===== src/rtl/viterbi_encoder_if.sv =====
`default_nettype none
// ============================================================================
// Module   : viterbi_encoder_if
// Brief    : Word-in / serial-coded-bit-out bus of the K=7 convolutional encoder.
// Revision : 1.0 - initial release
// ============================================================================
interface viterbi_encoder_if;
    logic [17:0] data_in;
    logic        valid_in;
    logic        ready;
    logic        out;
    logic        valid_out;
    logic        frame_start;

    modport master (
        output data_in, valid_in,
        input  ready, out, valid_out, frame_start
    );

    modport slave (
        input  data_in, valid_in,
        output ready, out, valid_out, frame_start
    );
endinterface
`default_nettype wire


===== src/rtl/viterbi_encoder.sv =====
`default_nettype none
// ============================================================================
// Module   : viterbi_encoder
// Brief    : Rate-1/2 K=7 (133/171) encoder, 18-bit frames, serial A/B output.
//            Define VITERBI_ENC_TAIL_EN to append 6 zero tail bits per frame.
// Revision : 1.0 - initial release
// ============================================================================
module viterbi_encoder (
    input  logic             Clk,
    input  logic             reset,
    viterbi_encoder_if.slave bus
);

`ifdef VITERBI_ENC_TAIL_EN
    typedef enum logic [2:0] {IDLE, SEND_A, SEND_B, TAIL_A, TAIL_B} state_t;
`else
    typedef enum logic [2:0] {IDLE, SEND_A, SEND_B} state_t;
`endif

    localparam logic [4:0] LAST_BIT  = 5'd17;
    localparam logic [4:0] LAST_TAIL = 5'd5;

    state_t      state_q;
    logic [5:0]  sr_q;
    logic [17:0] word_q;
    logic [4:0]  cnt_q;
    logic        out_q;
    logic        valid_out_q;
    logic        frame_start_q;
    logic        ready_q;

    logic        commit_bit_w;
    logic [5:0]  sr_d;
    logic [5:0]  sr_base_w;
    logic        accept_w;

    function automatic logic code_a(input logic u, input logic [5:0] s);
        return u ^ s[4] ^ s[3] ^ s[1] ^ s[0];
    endfunction

    function automatic logic code_b(input logic u, input logic [5:0] s);
        return u ^ s[5] ^ s[4] ^ s[3] ^ s[0];
    endfunction

    // sr_d is the trellis state once the bit shown on this B cycle is committed
    assign commit_bit_w = (state_q == SEND_B) ? word_q[17] : 1'b0;
    assign sr_d         = {commit_bit_w, sr_q[5:1]};
    assign sr_base_w    = (state_q == IDLE) ? sr_q : sr_d;
    assign accept_w     = bus.valid_in && ready_q;

    always_ff @(posedge Clk) begin
        if (reset) begin
            state_q       <= IDLE;
            sr_q          <= 6'd0;
            word_q        <= 18'd0;
            cnt_q         <= 5'd0;
            out_q         <= 1'b0;
            valid_out_q   <= 1'b0;
            frame_start_q <= 1'b0;
            ready_q       <= 1'b0;
        end else if (accept_w) begin
            // ready is only high in IDLE or on the last B, so this starts a frame
            state_q       <= SEND_A;
            sr_q          <= sr_base_w;
            word_q        <= bus.data_in;
            cnt_q         <= 5'd0;
            out_q         <= code_a(bus.data_in[17], sr_base_w);
            valid_out_q   <= 1'b1;
            frame_start_q <= 1'b1;
            ready_q       <= 1'b0;
        end else begin
            frame_start_q <= 1'b0;
            case (state_q)
                IDLE: begin
                    ready_q     <= 1'b1;
                    valid_out_q <= 1'b0;
                    out_q       <= 1'b0;
                end
                SEND_A: begin
                    state_q     <= SEND_B;
                    out_q       <= code_b(word_q[17], sr_q);
                    valid_out_q <= 1'b1;
`ifdef VITERBI_ENC_TAIL_EN
                    ready_q     <= 1'b0;
`else
                    ready_q     <= (cnt_q == LAST_BIT);
`endif
                end
                SEND_B: begin
                    sr_q   <= sr_d;
                    word_q <= {word_q[16:0], 1'b0};
                    if (cnt_q == LAST_BIT) begin
`ifdef VITERBI_ENC_TAIL_EN
                        state_q     <= TAIL_A;
                        cnt_q       <= 5'd0;
                        out_q       <= code_a(1'b0, sr_d);
                        valid_out_q <= 1'b1;
`else
                        state_q     <= IDLE;
                        out_q       <= 1'b0;
                        valid_out_q <= 1'b0;
`endif
                    end else begin
                        state_q     <= SEND_A;
                        cnt_q       <= cnt_q + 5'd1;
                        out_q       <= code_a(word_q[16], sr_d);
                        valid_out_q <= 1'b1;
                    end
                end
`ifdef VITERBI_ENC_TAIL_EN
                TAIL_A: begin
                    state_q     <= TAIL_B;
                    out_q       <= code_b(1'b0, sr_q);
                    valid_out_q <= 1'b1;
                    ready_q     <= (cnt_q == LAST_TAIL);
                end
                TAIL_B: begin
                    sr_q <= sr_d;
                    if (cnt_q == LAST_TAIL) begin
                        state_q     <= IDLE;
                        out_q       <= 1'b0;
                        valid_out_q <= 1'b0;
                    end else begin
                        state_q     <= TAIL_A;
                        cnt_q       <= cnt_q + 5'd1;
                        out_q       <= code_a(1'b0, sr_d);
                        valid_out_q <= 1'b1;
                    end
                end
`endif
                default: begin
                    state_q     <= IDLE;
                    out_q       <= 1'b0;
                    valid_out_q <= 1'b0;
                    ready_q     <= 1'b0;
                end
            endcase
        end
    end

    assign bus.ready       = ready_q;
    assign bus.out         = out_q;
    assign bus.valid_out   = valid_out_q;
    assign bus.frame_start = frame_start_q;

endmodule
`default_nettype wire

===== src/flat_wrapper.sv =====
// flat-port wrapper written by rule: the top's interface ports become plain ports
module viterbi_encoder_flat 
  (Clk, reset, bus_data_in, bus_valid_in, bus_ready, bus_out, bus_valid_out, bus_frame_start);
  viterbi_encoder_if bus_i ();
  input  logic Clk;
  input  logic reset;
  input wire logic [$bits(bus_i.data_in)-1:0] bus_data_in;
  input wire logic [$bits(bus_i.valid_in)-1:0] bus_valid_in;
  output wire logic [$bits(bus_i.ready)-1:0] bus_ready;
  output wire logic [$bits(bus_i.out)-1:0] bus_out;
  output wire logic [$bits(bus_i.valid_out)-1:0] bus_valid_out;
  output wire logic [$bits(bus_i.frame_start)-1:0] bus_frame_start;
  assign bus_i.data_in = bus_data_in;
  assign bus_i.valid_in = bus_valid_in;
  assign bus_ready = bus_i.ready;
  assign bus_out = bus_i.out;
  assign bus_valid_out = bus_i.valid_out;
  assign bus_frame_start = bus_i.frame_start;
  viterbi_encoder u_core (.Clk(Clk), .reset(reset), .bus(bus_i));
endmodule

===== config.mk =====
export PLATFORM = sky130hd
export DESIGN_NAME = viterbi_encoder_flat
export DESIGN_NICKNAME = d
export VERILOG_FILES = /design/src/rtl/viterbi_encoder_if.sv /design/src/rtl/viterbi_encoder.sv /design/src/flat_wrapper.sv
export SDC_FILE = /design/constraint.sdc
export NUM_CORES = 1
export LEC_CHECK = 0
export ABC_CLOCK_PERIOD_IN_PS = 2900
export CAP_MARGIN = 15
export CORE_MARGIN = 4
export CORE_UTILIZATION = 45
export CTS_CLUSTER_SIZE = 20
export DETAILED_ROUTE_END_ITERATION = 12
export GPL_ROUTABILITY_DRIVEN = 1
export PLACE_DENSITY_LB_ADDON = 0.1
export SLEW_MARGIN = 10
export SYNTH_ARGS = -nofsm -noshare
export SYNTH_HDL_FRONTEND = slang
export SYNTH_SLANG_ARGS = --single-unit

===== constraint.sdc =====
create_clock -name Clk -period 2.9 [get_ports Clk]
set_input_delay 0.58 -clock Clk [delete_from_list [all_inputs] [get_ports Clk]]
set_output_delay 0.58 -clock Clk [all_outputs]
set_load 0.05 [all_outputs]

==> flow_summary.yaml, run 1 <==
floorplanning:
  rows: 21
  initial_core_util: 0.479
  die_w_microns: 68.3
  die-area_sq_um: 4670
  design.core.area_sq_um: 3420
  die_y_microns: 68.3
  pin_count: 25
place:
  place_congestion: 0.839
  dpl.hpwl_mm: 2.27
  dpl_worst_slack_ns: 0.694
  port_buffers: 24
worst_setup_path:
  required_ns: 2.32
  crit_chain: "clkdlybuf4s50_1"
  r2r_end: "u_core.cnt_q[2]$_SDFFE_PP0N_"
  cpMaxStageDelayCell: "clkdlybuf4s50_1"
  path_buf_inv: 1
  end_kind: "output port"
  cp_data_arrival_time_ns: 1.51
  r2r_slack_ns: 0.94
  cpPeakStageDelay_ns: 0.81
  critical_path.top_delay_family: "buffers and inverters"
  rr_startpoint: "u_core.state_q[0]$_SDFFE_PP0P_"
  setup.worst_path.class: "reg2out"
  r2r_cells: 6
  path_max_fanout: 4
  worst_setup_path_start_kind: "flip-flop"
worst_hold_path:
  hold_class: "reg2reg"
  min_path_cells: 2
  hp-start: "u_core.word_q[0]$_SDFFE_PP0P_"
  worstHoldEndpoint: "u_core.word_q[0]$_SDFFE_PP0P_"
pwr:
  power_frac_clock: 0.278
  p_total_uw: 950
  switching_share: 0.264
  vdd_drop_max_uv: 322
  comb_power_share: 0.164
  seqPwrFrac: 0.558
  p_int_uw: 699
  power_switching_uw: 251
  static-leakage-power_nw: 0.724
  powerDensity_nw_per_um2: 485
detailed_routing:
  dr.pass1.iters: 4
  antenna_left: 0
  drt-total-wl_mm: 3.09
  vias_per_cell: 5.15
  num_vias: 1247
  drc_errors: 0
  wl_per_cell_microns: 12.8
  drtIter0Drc: 57
clocking:
  cts_made_buffers: 5
  worstSkewPairLatency_ns: 0.33
  cts_resized: 0
  clk_path_buf_depth: 2
  path_clk_slew_ns: 0.10
  clockRootBuffer: "clkbuf_4"
  clock-sinks: 35
  post-cts-setup-buffers: 0
  ctsHoldBuffers: 0
  h-tree-depth: 2
  cts_tree: "yes"
cells_and_area:
  fill_cells: 330
  n_antenna_cell: 0
  finalNetCount: 222
  syn2layout_area_growth_pct: 19.5
  post-route-util: 0.573
  drive_above_1_share: 0.0561
global_routing:
  grt_overflow: 0
  grt_pass1_wl_mm: 5.32
  antenna_found_initial: 0
  grt_pass1_vias: 1228
  grt_usage: 0.153
  grt_max_degree: 26
logic_synthesis:
  synth_top_area_frac: 0.428
  synth_nets: 200
  ys_types: 25
  post-synth-top-count-cell: "dfxtp_1"
  synthesis.area_sq_um: 1640
  yosysTopAreaCell: "dfxtp_1"
  ys_async_sr_fraction: 0
  yosysWarnings: 0
  synth_flop_cell: "dfxtp_1"
  netlist_top_cells_area: "dfxtp_1, mux2i_1, a211oi_1"
  synth_edf_count: 0
  avgSynthCellArea_sq_um: 9.41
  yosys-top-cells-count: "dfxtp_1, nor2_1, mux2i_1, a211oi_1, xnor2_1"
  synth-seq-cells: 35
  syn_inst: 174
  yosysSeqAreaShare: 0.428
sta:
  fmax_mhz: 478
  setup_slack_ns: 0.807
  fin_crit_ns: 2.09
  whs_ns: 0.511
  slew_headroom: 0.597
  rsz0062_at_grt: "no"
  min_period_over_period: 0.722
  slew_viol_final: 0
  setup_tns_ns: 0
  worst_pin_slew_ns: 0.604
  clock-skew-final_ns: 0.00569
  setup_viol: 0
  final-hold-violation-count: 0
outcome:
  status: "complete, no violations"
run:
  drv_cap: 0
## sequential cells by signal (all words and copies together) (netlist names)
name and cells:
u_core.cnt_q 5, u_core.bus.out 1, u_core.state_q 2, u_core.bus.ready 1
u_core.bus.frame_start 1, u_core.bus.valid_out 1, u_core.word_q 18, u_core.sr_q 6
## stage by stage
| stage | instance area [sq um] | instances |
|---|---|---|
| floorplan | 1640 | 174 |
| global placement | 1900 | 235 |
| detailed placement | 1900 | 235 |
| CTS | 1960 | 242 |
| global route | 1960 | 242 |
| finish | 1960 | 242 |
## power groups by stage
stage / clock [mW] / sequential (mW) / combinational [mW]
floorplan: 0 / 0.549 / 0.0937
global placement: 0 / 0.540 / 0.153
detailed placement: 0 / 0.541 / 0.156
CTS: 0.277 / 0.530 / 0.158
global route: 0.293 / 0.535 / 0.172
finish: 0.264 / 0.530 / 0.156
## final cells by class
class | count | area (sq um) | area share
well taps | 46 | 57.6 | 0.0294
repair buffers | 27 | 263 | 0.134
clock inverters | 1 | 5.00 | 0.00256
inverters | 3 | 11.3 | 0.00575
multi-input cells | 124 | 868 | 0.444
flip-flops and latches | 35 | 701 | 0.358
clock buffers | 6 | 51.3 | 0.0262
## kinds of logic after synthesis
| kind of cell | share of synthesized area |
|---|---|
| AO/OA/AOI/OAI | 0.123 |
| XOR/XNOR | 0.0802 |
| adder cells (fa/ha/maj) | 0.0382 |
| buffers and inverters | 0.0420 |
| flip-flops | 0.428 |
| multiplexers | 0.153 |
| AND/OR/NAND/NOR | 0.136 |
## layer usage
layer | routed length, microns | vias up | GRT usage
met3 | 129 | 5 | 0.0443
met4 | 37 | 0 | 0.0670
met5 | 0 | - | 0
met2 | 1470 | 21 | 0.255
li1 | - | 652 | -
met1 | 1460 | 569 | 0.181
## cells in the final DEF, fill, tap and decap left out
master	synthesis	routed
nand2b_1	1	1
dfxtp_1	35	35
nor3b_1	1	1
xor2_1	7	7
o21ai_0	2	2
nand4_1	4	4
clkinv_2	0	1
a31oi_1	1	1
inv_1	3	3
nor2_1	31	31
a211oi_1	20	20
ha_1	5	5
nand3b_1	1	1
mux2i_1	25	25
and2_1	1	1
clkdlybuf4s50_1	0	24
and4bb_2	1	1
nor2b_1	1	1
a21oi_1	6	6
nand2_1	6	6
and3_1	2	2
xnor2_1	8	8
clkbuf_4	0	5
o21ai_1	1	1
buf_4	2	3
clkbuf_8	0	1
## how the worst max path moves through the flow
stage,cells after the start,slack [ns],end,start
finish,1,0.81,bus_ready,u_core.bus.ready$_SDFFE_PP0P_
global route,1,0.72,bus_ready,u_core.bus.ready$_SDFFE_PP0P_
CTS,1,0.78,bus_ready,u_core.bus.ready$_SDFFE_PP0P_
detailed placement,5,0.69,u_core.word_q[16]$_SDFFE_PP0P_,bus_valid_in
global placement,5,0.76,u_core.word_q[12]$_SDFFE_PP0P_,bus_valid_in
floorplan,5,1.30,u_core.sr_q[0]$_SDFFE_PP0P_,u_core.bus.ready$_SDFFE_PP0P_
Power figures use the tool's default switching activity.
==> run 2: changes to the inputs <==
--- a/config.mk
+++ b/config.mk
@@ -5,7 +5,7 @@
 export SDC_FILE = /design/constraint.sdc
 export NUM_CORES = 1
 export LEC_CHECK = 0
-export ABC_CLOCK_PERIOD_IN_PS = 2900
+export ABC_CLOCK_PERIOD_IN_PS = 2100
 export CAP_MARGIN = 15
 export CORE_MARGIN = 4
 export CORE_UTILIZATION = 45
==> constraint.sdc (replaced) <==
create_clock -name Clk -period 2.1 [get_ports Clk]
set_input_delay 0.42 -clock Clk [delete_from_list [all_inputs] [get_ports Clk]]
set_output_delay 0.42 -clock Clk [all_outputs]
set_load 0.05 [all_outputs]
==> run 2 against run 1 <==
Flip-flop and latch count did not move. Die area did not move. Cell area rose by 1.7%. Highest routed layer unchanged.
==> flow_summary.yaml, run 2 (synthesis gave the netlist of run 1 again) <==
global_routing:
  grt_pass1_vias: 1244
  grt_usage: 0.154
  grt_overflow: 0
  antenna_found_initial: 0
  grt_max_degree: 39
  grt_pass1_wl_mm: 5.31
place:
  place_congestion: 0.908
  port_buffers: 24
  placed_cells: 236
  dpl.hpwl_mm: 2.23
  dpl_cell_area_sq_um: 1920
clocking:
  worstSkewPairLatency_ns: 0.34
  h-tree-depth: 2
  path_clk_slew_ns: 0.10
  cts_tree: "yes"
  post-cts-setup-buffers: 0
  clock-sinks: 35
  ctsHoldBuffers: 0
  clockRootBuffer: "clkbuf_4"
  clk_path_buf_depth: 2
  cts_resized: 0
  cts_made_buffers: 5
floorplanning:
  die-area_sq_um: 4670
  die_y_microns: 68.3
  design.core.area_sq_um: 3420
  die_w_microns: 68.3
  pin_count: 25
  rows: 21
  initial_core_util: 0.479
worst_setup_path:
  path_max_fanout: 4
  setup.worst_path.class: "reg2out"
  cpMaxStageDelayCell: "clkdlybuf4s50_1"
  critical_path.top_delay_family: "buffers and inverters"
  cp_data_arrival_time_ns: 1.53
  cpPeakStageDelay_ns: 0.81
  crit_chain: "clkdlybuf4s50_1"
  end_kind: "output port"
  worst_setup_path_start_kind: "flip-flop"
  path_buf_inv: 1
  required_ns: 1.68
sta:
  rsz0062_at_grt: "no"
  slew_headroom: 0.667
  slew_viol_final: 0
  worst_pin_slew_ns: 0.499
  min_period_over_period: 0.927
  fin_crit_ns: 1.95
  setup_viol: 0
  clock-skew-final_ns: 0.00785
  fmax_mhz: 514
  setup_tns_ns: 0
  final-hold-violation-count: 0
pwr:
  powerDensity_nw_per_um2: 687
  static-leakage-power_nw: 0.740
  p_total_mw: 1.37
  vdd_drop_max_uv: 481
detailed_routing:
  num_vias: 1270
  drt-total-wl_mm: 3.10
  antenna_left: 0
  dr.pass1.iters: 4
  wl_per_cell_microns: 12.7
  drc_errors: 0
  vias_per_cell: 5.20
  drtIter0Drc: 60
cells_and_area:
  final_common_cell: "dfxtp_1"
  design_area_sq_um: 1990
  largest_register_ff_count: 18
  syn2layout_area_growth_pct: 21.5
  n_antenna_cell: 0
  largest-register: "u_core.word_q"
  reg_top3: "u_core.word_q x18, u_core.sr_q x6, u_core.cnt_q x5"
  drive_above_1_share: 0.0606
  final_cells: 244
  post-route-util: 0.582
  mostFrequentLayoutCells: "dfxtp_1, nor2_1, mux2i_1"
  finalNetCount: 223
run:
  drv_cap: 0
worst_hold_path:
  hold_class: "reg2reg"
outcome:
  status: "complete, no violations"
run 2: cell count changes in the layout (fill, tap and decap cells not counted):
cell      before  now
buf_12         0    1
clkbuf_8       1    2
clkbuf_1       0    1
clkinv_2       1    0
run 2: worst paths after layout:
kind	start	to	slack, ns	cells past startpoint
worst min-delay path	u_core.word_q[0]$_SDFFE_PP0P_	u_core.word_q[0]$_SDFFE_PP0P_	0.50	2
worst max-delay path	u_core.bus.ready$_SDFFE_PP0P_	bus_ready	0.15	1
worst max register to register	u_core.cnt_q[1]$_SDFFE_PP0N_	u_core.cnt_q[2]$_SDFFE_PP0N_	0.39	7
worst min register to register	u_core.word_q[0]$_SDFFE_PP0P_	u_core.word_q[0]$_SDFFE_PP0P_	0.50	2
run 2: power by group:
part / total [mW] / switching, mW / internal [mW]
Combinational: 0.220 / 0.110 / 0.110
Sequential: 0.731 / 0.0274 / 0.704
Clock: 0.416 / 0.219 / 0.197
run 2: per-layer routing:
metal / GRT usage / vias up / part of all wire
li1: - / 661 / -
met1: 0.155 / 574 / 0.44
met2: 0.273 / 28 / 0.48
met3: 0.0591 / 7 / 0.056
met4: 0.0819 / 0 / 0.024
met5: 0 / - / 0
run 2: layout make-up:
class | instances | area (sq um)
clock buffer | 8 | 68.8
fill | 319 | 1430
inverter | 3 | 11.3
multi-input combinational | 124 | 868
sequential | 35 | 701
tap | 46 | 57.6
timing repair buffer | 28 | 283
run 2: stage by stage:
step | hold WS, ns | setup slack (ns)
2_1_floorplan | 0.460 | 0.503
3_3_place_gp | 0.478 | 0.229
3_5_place_dp | 0.483 | 0.153
4_1_cts | 0.498 | 0.134
5_1_grt | 0.516 | 0.0819
6_report | 0.499 | 0.153
==> run 3: changes to the inputs <==
--- a/config.mk
+++ b/config.mk
@@ -11,6 +11,7 @@
 export CORE_UTILIZATION = 45
 export CTS_CLUSTER_SIZE = 20
 export DETAILED_ROUTE_END_ITERATION = 12
+export DONT_BUFFER_PORTS = 1
 export GPL_ROUTABILITY_DRIVEN = 1
 export PLACE_DENSITY_LB_ADDON = 0.1
 export SLEW_MARGIN = 10
==> run 3 against run 2 <==
Cell count is 9.8% lower. Power is 9.0% higher. Die area did not move. First-iteration DRC count is 17% lower. Combinational power shrank 30%. Non-clock buffer count is 24 lower. Hold slack lost 0.37 ns. Flip-flop and latch count unchanged. Worst setup slack improved by 0.30 ns. Global-route usage shrank 0.66 points. Wire length decreased by 5.5%. Largest power group unchanged. Clock power is 43% higher.
==> flow_summary.yaml, run 3 (synthesis gave the netlist of run 1 again) <==
outcome:
  status: "complete, no violations"
detailed_routing:
  drt-total-wl_mm: 2.93
  num_vias: 1179
  wl_per_cell_microns: 13.3
  vias_per_cell: 5.36
  dr.pass1.iters: 4
  drc_errors: 0
  antenna_left: 0
  drtIter0Drc: 50
clocking:
  ctsHoldBuffers: 0
  post-cts-setup-buffers: 0
  worstSkewPairLatency_ns: 0.34
  h-tree-depth: 2
  cts_tree: "yes"
  cts_resized: 0
  clk_path_buf_depth: 2
  cts_made_buffers: 5
  clock-sinks: 35
  path_clk_slew_ns: 0.11
  clockRootBuffer: "clkbuf_4"
global_routing:
  grt_pass1_vias: 1165
  grtUsageMet3: 0.0378
  grtUsageMet2: 0.239
  grt_pass1_wl_mm: 5.11
  grt_overflow: 0
  met1_usage: 0.177
  gr-max-usage-layer: "met2"
  grt_max_degree: 30
  grt_usage: 0.148
  antenna_found_initial: 0
worst_setup_path:
  setup.worst_path.class: "reg2reg"
  required_ns: 2.34
  worst_setup_path_start_kind: "flip-flop"
  crit_chain: "inv_1 -> ha_1 -> and4bb_2 -> nor2b_1 -> nand2_1 -> xor2_1 -> nor2_1"
  cpPeakStageDelay_ns: 0.40
  end_kind: "flip-flop"
  cp_data_arrival_time_ns: 1.89
  cpMaxStageDelayCell: "nor2b_1"
  path_max_fanout: 7
cells_and_area:
  reg_top3: "u_core.word_q x18, u_core.sr_q x6, u_core.cnt_q x5"
  drive_above_1_share: 0.0690
  largest-register: "u_core.word_q"
  fill_cells: 340
  post-route-util: 0.518
  final_common_cell: "dfxtp_1"
  final_cells: 220
  syn2layout_area_growth_pct: 8.02
  finalNetCount: 199
  mostFrequentLayoutCells: "dfxtp_1, nor2_1, mux2i_1"
  n_antenna_cell: 0
  largest_register_ff_count: 18
pwr:
  powerDensity_nw_per_um2: 843
  static-leakage-power_nw: 0.654
  p_total_mw: 1.49
  vdd_drop_max_uv: 430
floorplanning:
  design.core.area_sq_um: 3420
  pin_count: 25
  die_y_microns: 68.3
  initial_core_util: 0.479
  die_w_microns: 68.3
  die-area_sq_um: 4670
  rows: 21
place:
  dpl.hpwl_mm: 2.06
  place_congestion: 0.757
  placed_cells: 212
  port_buffers: 0
sta:
  final-hold-violation-count: 0
  fin_crit_ns: 1.65
  whs_ns: 0.130
  clock-skew-final_ns: 0.0114
  min_period_over_period: 0.786
  setup_viol: 0
  worst_pin_slew_ns: 0.483
  setup_tns_ns: 0
  slew_headroom: 0.677
  slew_viol_final: 0
  fmax_mhz: 606
  rsz0062_at_grt: "no"
worst_hold_path:
  hold_class: "in2reg"
run:
  drv_cap: 0
run 3: per-stage QoR:
stage	area, sq um	setup slack [ns]
after floorplan	1640	0.503
after global placement	1670	0.437
after detailed placement	1670	0.439
after CTS	1770	0.420
after global routing	1770	0.286
final	1770	0.450
run 3: critical path: cells and delay by family (launching register included):
| family | cells | cell delay (ns) |
|---|---|---|
| adders and majority gates | 1 | 0.17 |
| xor gates and xnor gates | 1 | 0.14 |
| DFF | 1 | 0.39 |
| and+or+nand+nor | 4 | 0.80 |
| buffers and inverters | 1 | 0.06 |
run 3: layer usage:
metal	wire length, microns	vias up
met5	0	-
met4	52	0
li1	-	605
met1	1390	531
met2	1320	35
met3	167	8
run 3: final timing paths:
path / startpoint / end / slack, ns / cells past startpoint
worst max-delay path: u_core.cnt_q[1]$_SDFFE_PP0N_ / u_core.cnt_q[2]$_SDFFE_PP0N_ / 0.45 / 7
worst min-delay path: reset / u_core.bus.valid_out$_SDFF_PP0_ / 0.13 / 1
worst max register to register: u_core.cnt_q[1]$_SDFFE_PP0N_ / u_core.cnt_q[2]$_SDFFE_PP0N_ / 0.45 / 7
worst min register to register: u_core.word_q[0]$_SDFFE_PP0P_ / u_core.word_q[0]$_SDFFE_PP0P_ / 0.50 / 2
run 3: final cells by class:
| class | count | area [sq um] | area share |
|---|---|---|---|
| multi-input combinational | 124 | 868 | 0.491 |
| sequential | 35 | 701 | 0.396 |
| clock inverter | 2 | 60.1 | 0.0339 |
| tap | 46 | 57.6 | 0.0325 |
| clock buffer | 6 | 41.3 | 0.0233 |
| timing repair buffer | 4 | 30.0 | 0.0170 |
| inverter | 3 | 11.3 | 0.00636 |
run 3: where the power goes:
group          leakage, nW  total, mW  internal [mW]  switching (mW)
Sequential           0.286      0.742          0.704          0.0376
Clock               0.0525      0.595          0.372           0.224
Combinational        0.316      0.153         0.0692          0.0842
Total                0.654       1.49           1.14           0.346
